<file path="src/rtl/cam_cfg_sequencer_if.sv">
// SCCB byte-master handshake between the config sequencer
// and the SCCB master.
interface cam_cfg_sequencer_if;
    logic       sccb_ready;
    logic       sccb_start;
    logic [7:0] sccb_reg_addr;
    logic [7:0] sccb_reg_data;
    logic       sccb_done;
    logic       sccb_nack;

    modport master (
        input  sccb_ready,
        input  sccb_done,
        input  sccb_nack,
        output sccb_start,
        output sccb_reg_addr,
        output sccb_reg_data
    );

    modport slave (
        output sccb_ready,
        output sccb_done,
        output sccb_nack,
        input  sccb_start,
        input  sccb_reg_addr,
        input  sccb_reg_data
    );
endinterface

</file>
<file path="src/rtl/cam_cfg_sequencer.sv">
// OV7670 config ROM walker: issues SCCB register writes with
// timed delay entries, NACK retry and end-of-table marker.
module cam_cfg_sequencer #(
    parameter int ROM_AW            = 8,
    parameter int DELAY_UNIT_CYCLES = 24000,
    parameter int MAX_RETRY         = 3
) (
    input  logic                xclk,
    input  logic                reset,
    input  logic                start,
    output logic [ROM_AW-1:0]   rom_addr,
    input  logic [15:0]         rom_dout,
    cam_cfg_sequencer_if.master sccb,
    output logic                busy,
    output logic                cfg_done,
    output logic                cfg_error
);

    localparam int RW = $clog2(MAX_RETRY + 1);
    localparam int UW = (DELAY_UNIT_CYCLES > 1) ?
                        $clog2(DELAY_UNIT_CYCLES) : 1;
    localparam logic [ROM_AW-1:0] LAST_ADDR = '1;
    localparam logic [UW-1:0] UNIT_LAST = UW'(DELAY_UNIT_CYCLES - 1);
    localparam logic [RW-1:0] RETRY_MAX = RW'(MAX_RETRY);

    typedef enum logic [3:0] {
        S_IDLE, S_FETCH, S_DECODE, S_ISSUE, S_WAIT,
        S_DELAY, S_NEXT, S_DONE, S_ERROR
    } state_t;

    state_t state, state_nxt;

    logic [RW-1:0] retry_cnt;
    logic [UW-1:0] unit_cnt;
    logic [7:0]    unit_idx;
    logic [7:0]    delay_n;

    logic is_end, is_wr, is_dly0, is_dlyn;
    logic accept, unit_wrap, delay_last;

    // 0xFF in the address byte marks a non-SCCB entry
    assign is_wr      = rom_dout[15:8] != 8'hFF;
    assign is_end     = rom_dout == 16'hFFFF;
    assign is_dly0    = !is_wr && rom_dout[7:0] == 8'h00;
    assign is_dlyn    = !is_wr && !is_end && rom_dout[7:0] != 8'h00;
    assign unit_wrap  = unit_cnt == UNIT_LAST;
    assign delay_last = unit_idx == delay_n - 8'd1;
    assign accept     = start && (state == S_IDLE || state == S_DONE ||
                                  state == S_ERROR);

    always_ff @(posedge xclk) begin
        if (reset) state <= S_IDLE;
        else       state <= state_nxt;
    end

    always_comb begin
        state_nxt = state;
        unique case (state)
            S_IDLE, S_DONE, S_ERROR:
                if (start) state_nxt = S_FETCH;
            S_FETCH:
                state_nxt = S_DECODE;
            S_DECODE:
                unique case (1'b1)
                    is_end:  state_nxt = S_DONE;
                    is_dly0: state_nxt = S_NEXT;
                    is_dlyn: state_nxt = S_DELAY;
                    is_wr:   state_nxt = S_ISSUE;
                    default: state_nxt = S_NEXT;
                endcase
            S_ISSUE:
                if (sccb.sccb_ready) state_nxt = S_WAIT;
            S_WAIT:
                if (sccb.sccb_done) begin
                    if (!sccb.sccb_nack)          state_nxt = S_NEXT;
                    else if (retry_cnt < RETRY_MAX) state_nxt = S_ISSUE;
                    else                          state_nxt = S_ERROR;
                end
            S_DELAY:
                if (unit_wrap && delay_last) state_nxt = S_NEXT;
            S_NEXT:
                state_nxt = (rom_addr == LAST_ADDR) ? S_DONE : S_FETCH;
            default:
                state_nxt = S_IDLE;
        endcase
    end

    always_ff @(posedge xclk) begin
        if (reset) begin
            rom_addr           <= '0;
            sccb.sccb_start    <= 1'b0;
            sccb.sccb_reg_addr <= 8'h00;
            sccb.sccb_reg_data <= 8'h00;
            busy               <= 1'b0;
            cfg_done           <= 1'b0;
            cfg_error          <= 1'b0;
            retry_cnt          <= '0;
            unit_cnt           <= '0;
            unit_idx           <= 8'd0;
            delay_n            <= 8'd0;
        end else begin
            sccb.sccb_start <= 1'b0;
            if (accept) begin
                rom_addr  <= '0;
                retry_cnt <= '0;
                cfg_done  <= 1'b0;
                cfg_error <= 1'b0;
                busy      <= 1'b1;
            end
            if (state == S_DECODE && is_wr) begin
                sccb.sccb_reg_addr <= rom_dout[15:8];
                sccb.sccb_reg_data <= rom_dout[7:0];
            end
            if (state == S_DECODE && is_dlyn) begin
                delay_n  <= rom_dout[7:0];
                unit_cnt <= '0;
                unit_idx <= 8'd0;
            end
            if (state == S_ISSUE && sccb.sccb_ready)
                sccb.sccb_start <= 1'b1;
            if (state == S_WAIT && sccb.sccb_done) begin
                if (!sccb.sccb_nack)
                    retry_cnt <= '0;
                else if (retry_cnt < RETRY_MAX)
                    retry_cnt <= retry_cnt + RW'(1);
            end
            if (state == S_DELAY) begin
                if (unit_wrap) begin
                    unit_cnt <= '0;
                    unit_idx <= unit_idx + 8'd1;
                end else begin
                    unit_cnt <= unit_cnt + UW'(1);
                end
            end
            if (state == S_NEXT && rom_addr != LAST_ADDR)
                rom_addr <= rom_addr + ROM_AW'(1);
            if (state_nxt == S_DONE && state != S_DONE) begin
                busy     <= 1'b0;
                cfg_done <= 1'b1;
            end
            if (state_nxt == S_ERROR && state != S_ERROR) begin
                busy      <= 1'b0;
                cfg_error <= 1'b1;
            end
        end
    end

endmodule

</file>
<file path="src/flat_wrapper.sv">
// flat-port wrapper written by rule: the top's interface ports become plain ports
module cam_cfg_sequencer_flat 
#(
    parameter int ROM_AW            = 8,
    parameter int DELAY_UNIT_CYCLES = 24000,
    parameter int MAX_RETRY         = 3
)
  (xclk, reset, start, rom_addr, rom_dout, busy, cfg_done, cfg_error, sccb_sccb_ready, sccb_sccb_done, sccb_sccb_nack, sccb_sccb_start, sccb_sccb_reg_addr, sccb_sccb_reg_data);
  cam_cfg_sequencer_if sccb_i ();
  input  logic xclk;
  input  logic reset;
  input  logic start;
  output logic [ROM_AW-1:0] rom_addr;
  input  logic [15:0] rom_dout;
  output logic busy;
  output logic cfg_done;
  output logic cfg_error;
  input wire logic [$bits(sccb_i.sccb_ready)-1:0] sccb_sccb_ready;
  input wire logic [$bits(sccb_i.sccb_done)-1:0] sccb_sccb_done;
  input wire logic [$bits(sccb_i.sccb_nack)-1:0] sccb_sccb_nack;
  output wire logic [$bits(sccb_i.sccb_start)-1:0] sccb_sccb_start;
  output wire logic [$bits(sccb_i.sccb_reg_addr)-1:0] sccb_sccb_reg_addr;
  output wire logic [$bits(sccb_i.sccb_reg_data)-1:0] sccb_sccb_reg_data;
  assign sccb_i.sccb_ready = sccb_sccb_ready;
  assign sccb_i.sccb_done = sccb_sccb_done;
  assign sccb_i.sccb_nack = sccb_sccb_nack;
  assign sccb_sccb_start = sccb_i.sccb_start;
  assign sccb_sccb_reg_addr = sccb_i.sccb_reg_addr;
  assign sccb_sccb_reg_data = sccb_i.sccb_reg_data;
  cam_cfg_sequencer #(.ROM_AW(ROM_AW), .DELAY_UNIT_CYCLES(DELAY_UNIT_CYCLES), .MAX_RETRY(MAX_RETRY)) u_core (.xclk(xclk), .reset(reset), .start(start), .rom_addr(rom_addr), .rom_dout(rom_dout), .sccb(sccb_i), .busy(busy), .cfg_done(cfg_done), .cfg_error(cfg_error));
endmodule
</file>
<file path="config.mk">
export PLATFORM = sky130hd
export DESIGN_NAME = cam_cfg_sequencer_flat
export DESIGN_NICKNAME = d
export VERILOG_FILES = /design/src/rtl/cam_cfg_sequencer_if.sv /design/src/rtl/cam_cfg_sequencer.sv /design/src/flat_wrapper.sv
export SDC_FILE = /design/constraint.sdc
export NUM_CORES = 1
export LEC_CHECK = 0
export BUFFER_PORTS_ARGS = -buffer_cell sky130_fd_sc_hd__buf_2
export CAP_MARGIN = 10
export CORE_UTILIZATION = 41
export DETAILED_ROUTE_END_ITERATION = 8
export GPL_ROUTABILITY_DRIVEN = 0
export PLACE_DENSITY = 0.62
export SYNTH_ARGS = -nofsm -noshare
export SYNTH_HDL_FRONTEND = slang
export SYNTH_SLANG_ARGS = --single-unit
</file>
<file path="constraint.sdc">
create_clock -name xclk -period 6.3 [get_ports xclk]
set_input_delay 0.945 -clock xclk [delete_from_list [all_inputs] [get_ports xclk]]
set_output_delay 0.945 -clock xclk [all_outputs]
set_load 0.05 [all_outputs]
</file>
After elaboration in Yosys (flattened, before gate mapping)
Index checks and enable logic that the tools add are counted.

Word-level logic and storage cells: 84. Bits of input ports: 22. Output and inout bits: 28. Register bits: 65.

Reductions and logical operators: 23. Mux-type cells: 25. Eq/ne operators: 18. Add/subtract/negate cells: 5. $lt $le $gt $ge: 1.

Operators by type and width (count): 15-bit 2-to-1 mux (3); 8-bit 2-to-1 mux (5); 4-bit case mux with 7 select lines (1); 4-bit 2-to-1 mux (6); 4-bit by 3-bit equality test with 1-bit output (second input constant) (5); 8-bit by 1-bit adder with 8-bit output (second input constant) (2); 16-bit equality test (second input constant) (1); 8-bit inequality test (second input constant) (2); 15-bit by 1-bit adder with 15-bit output (second input constant) (1); 15-bit equality test (second input constant) (1); 1-bit logical AND (11); 3-bit case mux with 3 select lines (1); 4-bit by 2-bit equality test with 1-bit output (second input constant) (2); 4-bit equality test (second input constant) (2); 8-bit equality test (1); 8-bit equality test (second input constant) (1); 2-bit 2-to-1 mux (4); 2-bit nonzero test (4); 8-bit nonzero test (1); 8-bit by 1-bit subtractor with 8-bit output (second input constant) (1); 3-bit OR reduction (2); 4-bit by 1-bit equality test with 1-bit output (second input constant) (1); 4-bit zero test (1); 1-bit 2-to-1 mux (4); other kinds (7) (9).

Longest topological paths before layout
Gate-level depths: netlist (run 1).

Depth after elaboration: 9. Gate-level depth with buffers: 9. Mapped depth without buffers: 8.

Worst setup path before layout (run 1)
No wires, ideal clock.

Path kind: register to register. Start: register u_core.rom_addr[0]. End: register u_core.cfg_done. Setup time: 0.086 ns. Buffers on the path: 0. Data required time: 6.214 ns. Cell stages (with the launch flop): 8. Clock period less this slack: 2.299 ns. Arrival: 2.212 ns. Setup slack: 4.001 ns. Cells stage by stage: dfxtp_1 ha_1 nand3_1 nor3_1 a22oi_1 a21o_1 a311o_1 a221oi_2.

Word-level cells in the longest chain between the ends: 6. Elaborated cells between the ends (all ways): 7. Those cells by class: eq/ne: 2; mux: 3; reduce/logical: 2.

Ends and longest elaborated chain: from (decl) (line cam_cfg_sequencer.sv:11) `output logic [ROM_AW-1:0] rom_addr,`; from (signal assigned) (line cam_cfg_sequencer.sv:136) `rom_addr <= rom_addr + ROM_AW'(1);`; 8-bit equality test * (line cam_cfg_sequencer.sv:82) `state_nxt = (rom_addr == LAST_ADDR) ? S_DONE : S_FETCH;`; 3-bit 2-to-1 mux * (line cam_cfg_sequencer.sv:82); 4-bit case mux with 7 select lines * (line cam_cfg_sequencer.sv:58) `unique case (state)`; 4-bit by 3-bit equality test with 1-bit output * (line cam_cfg_sequencer.sv:137) `if (state_nxt == S_DONE && state != S_DONE) begin`; 1-bit logical AND * (line cam_cfg_sequencer.sv:137); 1-bit 2-to-1 mux or 2-bit nonzero test (tied branches); to (signal assigned) (line cam_cfg_sequencer.sv:95) `cfg_done <= 1'b0;`; to (signal assigned) (line cam_cfg_sequencer.sv:106) `cfg_done <= 1'b0;`; to (signal assigned) (line cam_cfg_sequencer.sv:139) `cfg_done <= 1'b1;`; to (decl) (line cam_cfg_sequencer.sv:15) `output logic cfg_done,`.

Every way passes the cells marked *; elsewhere a longest branch is shown, timed or not. A chain may end at the register's enable or synchronous reset.

Worst setup path in the final report (run 1)
Start: input rom_dout[3]. End: register u_core.unit_cnt[4].

Word-level cells in the longest chain between the ends: 6. Elaborated cells between the ends (all ways): 7. Those cells by class: eq/ne: 1; reduce/logical: 6.

Ends and longest elaborated chain: from (decl) (line flat_wrapper.sv:14) `input logic [15:0] rom_dout;`; 16-bit equality test (line cam_cfg_sequencer.sv:43) `assign is_end = rom_dout == 16'hFFFF;`; 1-bit zero test (line cam_cfg_sequencer.sv:45) `assign is_dlyn = !is_wr && !is_end && rom_dout[7:0] != 8'h00;`; 1-bit logical AND (line cam_cfg_sequencer.sv:45); 1-bit logical AND * (line cam_cfg_sequencer.sv:45); 1-bit logical AND * (line cam_cfg_sequencer.sv:114) `if (state == S_DECODE && is_dlyn) begin`; 2-bit nonzero test (no line) *; to (signal assigned) (line cam_cfg_sequencer.sv:132) `unit_cnt <= unit_cnt + UW'(1);`; to (decl) (line cam_cfg_sequencer.sv:34) `logic [UW-1:0] unit_cnt;`.

Marks and branches as above.

==> flow_metrics.tcl, run 1 <==
set metrics [dict create \
    ys.flop_type "dfxtp_1" \
    min_period_ns 2.685 \
    status "finished clean" \
    dp_hpwl_um 5665 \
    crit_type "input pin to register" \
    root_buffer "clkbuf_8" \
    syn_avg_cell_area_sq_um 8.296 \
    timing.reg2reg.setup_slack_ns 3.75 \
    drt_first_pass_iters 4 \
    cp_max_fo 15 \
    startpoint "rom_dout[3]" \
    synth_area_leaders "dfxtp_1, a21oi_1, nor2_1" \
    powerDensity_nw_per_um2 225.9 \
    final_util 0.4830 \
    worstPathArrival_ns 2.96 \
    peakVddDrop_mv 0.1262 \
    synth_top_area_cell "dfxtp_1" \
    synthArstFlopShare 0 \
    worstHoldStart "u_core.sccb.sccb_reg_addr[7]" \
    synth_top_area_share 0.3761 \
    ant_nets 0 \
    design_area_sq_um 3949 \
    hold_viol 0 \
    synth_enable_flop_cells 0 \
    p_leak_nw 1.611 \
    cts_tree "done" \
    cap_violations 0 \
    grt-ovfl-total 0 \
    crit_path_start_kind "input pin" \
    layout_common_cells "dfxtp_1, buf_2, nor2_1" \
    cts_buffers 9 \
    tns_ns 0 \
    drc_errors 0 \
    layout-drive-gt1-share 0.1746 \
    htree_levels 3 \
    setup_violations 0 \
    clock.fmax_mhz 372.4 \
    rsz0062_at_grt "false" \
    worstPathRequired_ns 6.57 \
    via_per_inst 5.524 \
    drtIter0Drc 110 \
    reg2reg_depth 5 \
    worstHoldPathCells 2 \
    vias 3143 \
    antenna_found_initial 0 \
    synth_nets 444 \
    grt_pass1_wl_um 13730 \
    core_area_sq_um 8175 \
    grt_max_degree 66 \
    avgRoutedWirePerCell_um 14.41 \
    initial_core_util 0.4232 \
    grt_pass1_vias 2846 \
    r2r-start "u_core.state[2]" \
    postCtsSetupRepairBufs 0 \
    diodes 0 \
    place_area_sq_um 3766 \
    die_width_um 93.86 \
    nets 486 \
    areaGrowthSynthToFinish_pct 14.14 \
    cts_hold_buf 0 \
    yosysSeqAreaShare 0.3761 \
    fp-row-count 33 \
    clock_sinks 65 \
    slew_violations 0 \
    die_h_um 93.86 \
    ios 50 \
    synth_cell_types 62 \
    clk_pin_slew_worst_paths_ns 0.09 \
    syn_area_sq_um 3460 \
    layout_commonest_cell "dfxtp_1" \
    min_to "u_core.sccb.sccb_reg_addr[7]" \
    clk_latency_ns 0.36 \
    clock_path_buffers 2 \
    cts_resized 0 \
    grt_use_total 0.1967 \
    maxSlewHeadroom 0.3259 \
    yosys_warnings 0 \
    port_buffers 49 \
    clock_skew_ns 0.01672 \
    ys_seq_elements 65 \
    r2r-end "u_core.unit_cnt[13]" \
    drt-total-wl_um 8198 \
    worst_slew_pin_slew_ns 1.011 \
    end_kind "register" \
    die-area_sq_um 8810 \
    netlist_instances 417 \
    hp-class "register to register" \
    timing.final.crit_share 0.4262 \
]
-- critical path, cell delays in order --
cell     delay (ns)
buf_2          0.12
nor4_1         0.34
and2_1         0.21
nor3_1         0.05
buf_4          0.17
nor2_1         0.72
o21ai_0        0.23
a21oi_1        0.16
-- synthesized netlist by cell type (2+ instances only) --
library cell / number
nor3_1: 20
buf_4: 2
nor4_4: 2
and3b_1: 2
buf_2: 7
dfxtp_1: 65
clkbuf_1: 10
o31ai_1: 2
o21bai_1: 2
a41oi_1: 6
o21a_1: 2
nor2_1: 44
o21ai_0: 18
inv_1: 8
nor4_1: 3
nand4_1: 5
nand2_1: 31
nor3b_1: 3
nor2b_1: 5
nand3b_1: 13
and4_1: 3
or2_1: 2
or3_1: 5
ha_1: 5
a22oi_1: 5
and2_1: 3
nor4b_1: 2
and3_1: 13
a21oi_1: 40
a21o_1: 5
mux2i_1: 15
o31a_1: 2
xor2_1: 7
nand3_1: 17
nand2b_1: 3
xnor2_1: 4
a211oi_1: 11
-- area by class of cell --
cell class | count | area, sq um
tap | 105 | 131.4
clock inverter | 7 | 58.81
timing repair buffer | 52 | 267.8
multi-input combinational | 323 | 2036
fill | 825 | 4227
sequential | 65 | 1301
inverter | 8 | 30.03
clock buffer | 9 | 123.9
-- registers in the layout, summed over array words and instances, names as in the netlist --
name and flops:
u_core.cfg_error 1, u_core.sccb.sccb_reg_addr 8, u_core.sccb.sccb_start 1, u_core.state 4, u_core.busy 1, u_core.delay_n 8
u_core.sccb.sccb_reg_data 8, u_core.unit_cnt 15, u_core.retry_cnt 2, u_core.rom_addr 8, u_core.cfg_done 1, u_core.unit_idx 8
-- per-layer routing --
metal  wire length, um  track usage  up-vias  part of all wire
met5                 0            0        -                 0
met4               140      0.08462        0             0.017
met3               219      0.02994       12             0.027
met2              3689       0.3157       39              0.45
met1              4149       0.2604     1467              0.51
li1                  -            -     1625                 -
-- worst max path at each step --
stage | endpoint | slack [ns]
2_1_floorplan | u_core.cfg_done | 4.00
3_3_place_gp | u_core.unit_cnt[13] | 3.29
3_5_place_dp | u_core.unit_cnt[4] | 3.27
4_1_cts | u_core.unit_cnt[4] | 3.63
5_1_grt | u_core.unit_cnt[4] | 3.36
6_report | u_core.unit_cnt[4] | 3.62
-- stage by stage --
| step | hold slack (ns) | setup slack [ns] | cells | power, mW |
|---|---|---|---|---|
| final | 0.4649 | 3.615 | 569 | 0.8921 |
| after global routing | 0.4870 | 3.356 | 569 | 0.9342 |
| after global placement | 0.4425 | 3.287 | 553 | 0.5621 |
| after detailed placement | 0.4488 | 3.271 | 553 | 0.5637 |
| after CTS | 0.4635 | 3.631 | 569 | 0.9025 |
| after floorplan | 0.4481 | 4.001 | 417 | 0.5306 |
-- kinds of logic (layout without fill, tap and decap cells) --
kind of cell               after synthesis  in the layout  share of synthesized area
buffers and inverters                   29             76                    0.03652
xor gates and xnor gates                11             11                    0.02785
and+or+nand+nor                        186            186                     0.2977
adders and majority gates                5              5                    0.01808
DFF                                     65             65                     0.3761
muxes                                   16             16                    0.04665
AOI/OAI and AO/OA                      105            105                     0.1971
-- power by group --
group,switching (mW),internal [mW]
registers,0.0105,0.422
logic,0.0830,0.0381
clock network,0.188,0.150
No activity file was read; power rests on OpenSTA's default activity.
==> inputs of run 2 (changes only) <==
--- a/config.mk
+++ b/config.mk
@@ -5,12 +5,13 @@
 export SDC_FILE = /design/constraint.sdc
 export NUM_CORES = 1
 export LEC_CHECK = 0
+export ABC_AREA = 1
 export BUFFER_PORTS_ARGS = -buffer_cell sky130_fd_sc_hd__buf_2
 export CAP_MARGIN = 10
 export CORE_UTILIZATION = 41
 export DETAILED_ROUTE_END_ITERATION = 8
 export GPL_ROUTABILITY_DRIVEN = 0
-export PLACE_DENSITY = 0.62
+export PLACE_DENSITY = 0.64
 export SYNTH_ARGS = -nofsm -noshare
 export SYNTH_HDL_FRONTEND = slang
 export SYNTH_SLANG_ARGS = --single-unit
==> constraint.sdc (replaced) <==
create_clock -name xclk -period 2.4 [get_ports xclk]
set_input_delay 0.36 -clock xclk [delete_from_list [all_inputs] [get_ports xclk]]
set_output_delay 0.36 -clock xclk [all_outputs]
set_load 0.05 [all_outputs]
==> run 2 against run 1 <==
  * Clock skew fell by 0.0072 ns
  * Count of clock-buffer cells in the layout unchanged
  * Die area rose by 5.4%
  * Cell count rose by 21%
  * First-iteration DRC count rose by 65%
  * Flip-flop and latch count unchanged
  * Non-clock buffer count is the same
  * Area after synthesis is 5.6% higher
  * Wire length about the same
  * Total power rose to 2.6 times the previous value
  * Sequential share of layout area is 1.5 points lower
  * Critical path type is now register to register
  * Critical endpoint is now u_core.busy
  * Highest routed layer unchanged
==> flow_metrics.tcl, run 2 <==
set metrics [dict create \
    synth-compound-area-share 0.1768 \
    ant_nets 0 \
    synthArstFlopShare 0 \
    synthMuxAreaShare 0 \
    rsz0062_at_grt "false" \
    status "finished clean" \
    cts_resized 0 \
    nets 605 \
    netlist_instances 528 \
    die-area_sq_um 9289 \
    grt_max_degree 32 \
    clock_path_buffers 2 \
    ys.flop_type "dfxtp_1" \
    grt_use_total 0.1925 \
    p_leak_nw 1.731 \
    clk_latency_ns 0.35 \
    drtIter0Drc 181 \
    min_period_ns 1.906 \
    port_buffers 49 \
    crit_path_start_kind "register" \
    startpoint "u_core.delay_n[0]" \
    largest_register_ffs 15 \
    layout_commonest_cell "nand2_1" \
    fill_cells 922 \
    synth_top_area_share 0.3563 \
    synth_adder_area_share 0.01713 \
    yosysSeqAreaShare 0.3563 \
    core_area_sq_um 8678 \
    cts_hold_buf 0 \
    clock_sinks 65 \
    synth-simple-area-share 0.3433 \
    fin_ws_ns 0.4941 \
    end_kind "register" \
    drt-total-wl_um 8201 \
    synth_nets 555 \
    r2r-end "u_core.busy" \
    via_per_inst 5.029 \
    antenna_found_initial 0 \
    peakVddDrop_mv 0.2809 \
    tns_ns 0 \
    grt-ovfl-total 0 \
    timing.reg2reg.setup_slack_ns 0.49 \
    hp-class "input pin to register" \
    synth_xor_area_frac 0.01439 \
    synth_cell_types 41 \
    clock.fmax_mhz 524.7 \
    postCtsSetupRepairBufs 0 \
    setup_violations 0 \
    htree_levels 3 \
    hold_viol 0 \
    grt_pass1_wl_um 13940 \
    layout_common_cells "nand2_1, dfxtp_1, nor2_1" \
    ios 50 \
    root_buffer "clkbuf_8" \
    dp_hpwl_um 6077 \
    dp_slack_ns 0.5161 \
    cp_max_fo 5 \
    vias 3470 \
    cts_buffers 9 \
    powerDensity_nw_per_um2 567.9 \
    cts_tree "done" \
    worstPathRequired_ns 2.69 \
    ys_seq_elements 65 \
    worstPathArrival_ns 2.19 \
    synth_most_common_cell "nand2_1" \
    top_register "u_core.unit_cnt" \
    clock_skew_ns 0.009479 \
    synth_top_area_cell "dfxtp_1" \
    reg2reg_depth 15 \
    synth_area_leaders "dfxtp_1, nand2_1, a21oi_1" \
    worst_slew_pin_slew_ns 0.3641 \
    avgRoutedWirePerCell_um 11.89 \
    yosys_warnings 0 \
    synth_enable_flop_cells 0 \
    fp-row-count 34 \
    die_h_um 96.38 \
    areaGrowthSynthToFinish_pct 13.12 \
    timing.final.crit_share 0.7941 \
    syn_avg_cell_area_sq_um 6.917 \
    diodes 0 \
    die_width_um 96.38 \
    cap_violations 0 \
    initial_core_util 0.4208 \
    worstHoldPathCells 3 \
    r2r-start "u_core.delay_n[0]" \
    drc_errors 0 \
    clk_pin_slew_worst_paths_ns 0.07 \
    maxSlewHeadroom 0.7564 \
    crit_path_end "u_core.busy" \
    yosys-top-cells-count "nand2_1, dfxtp_1, nor2_1" \
    drt_first_pass_iters 4 \
    slew_violations 0 \
    synth_top_family_by_area "simple AND/OR/NAND/NOR gates" \
    crit_type "register to register" \
    syn_area_sq_um 3652 \
    grt_pass1_vias 3143 \
    layout-drive-gt1-share 0.2079 \
]
run 2: cell types whose count changed in the layout (fill, tap and decap cells not counted), moves of 9 or more:
cell	previous run	this run
nand2_2	0	9
nand3b_1	13	1
and3_1	13	1
nor3_1	20	5
nor2_1	44	64
a21oi_1	40	51
nor2_2	1	13
o21ai_0	18	41
inv_1	8	53
nand3_1	17	35
nand2_1	31	102
inv_2	0	12
mux2i_1	15	0
run 2: layer usage:
layer  part of all wire  GRT usage  vias to the layer above  wire [um]
met5                  0          0                        -          0
li1                   -          -                     1839          -
met4              0.023    0.09191                        0        189
met1               0.50     0.2472                     1558       4094
met2               0.45     0.3132                       58       3655
met3              0.032    0.03286                       15        263
run 2: area by class of cell:
class / count / area [sq um] / share of cell area
Multi-Input combinational cell: 384 / 2014 / 0.4876
Sequential cell: 65 / 1301 / 0.3150
Timing Repair Buffer: 52 / 267.8 / 0.06481
Inverter: 66 / 252.7 / 0.06117
Tap cell: 108 / 135.1 / 0.03271
Clock buffer: 9 / 123.9 / 0.02998
Clock inverter: 6 / 36.28 / 0.008783
run 2: stage by stage:
step	utilization	cells	area (sq um)	hold WS, ns	power, mW
2_1_floorplan	-	528	3652	0.4434	1.466
3_3_place_gp	0.4576	675	3971	0.4535	1.562
3_5_place_dp	0.4576	675	3971	0.4582	1.565
4_1_cts	0.4761	690	4131	0.2525	2.369
5_1_grt	0.4761	690	4131	0.2981	2.450
6_report	0.4761	690	4131	0.2682	2.346
run 2: worst max-delay path, cell delays in order, from the launching register on:
cell and delay, ns:
dfxtp_1 0.37, inv_1 0.11, ha_1 0.35, nand2_1 0.10, inv_1 0.04, nor2_1 0.07
nand2_1 0.06, nor2_1 0.12, nand3_1 0.09, nor2_1 0.09, nand3_1 0.08, nand2_1 0.09
nand2_1 0.06, nand3_2 0.08, nand2_1 0.06, nor2_1 0.07
run 2: kinds of logic after synthesis:
group / Yosys count
simple gates: 256
compound gates: 117
buf+inv: 79
flops: 65
xor+xnor: 6
fa+ha+maj: 5
run 2: power by group:
group	leakage (nW)	internal (mW)	switching (mW)
Sequential	0.526	1.12	0.0298
Clock	0.0846	0.363	0.443
Combinational	1.12	0.0973	0.292
run 2: worst min-delay path by stage:
stage,from,to,slack (ns)
2_1_floorplan,u_core.unit_cnt[13],u_core.unit_cnt[13],0.44
3_3_place_gp,u_core.unit_cnt[13],u_core.unit_cnt[13],0.45
3_5_place_dp,u_core.sccb.sccb_reg_addr[3],u_core.sccb.sccb_reg_addr[3],0.46
4_1_cts,rom_dout[9],u_core.sccb.sccb_reg_addr[1],0.25
5_1_grt,rom_dout[12],u_core.sccb.sccb_reg_addr[4],0.30
6_report,rom_dout[9],u_core.sccb.sccb_reg_addr[1],0.27
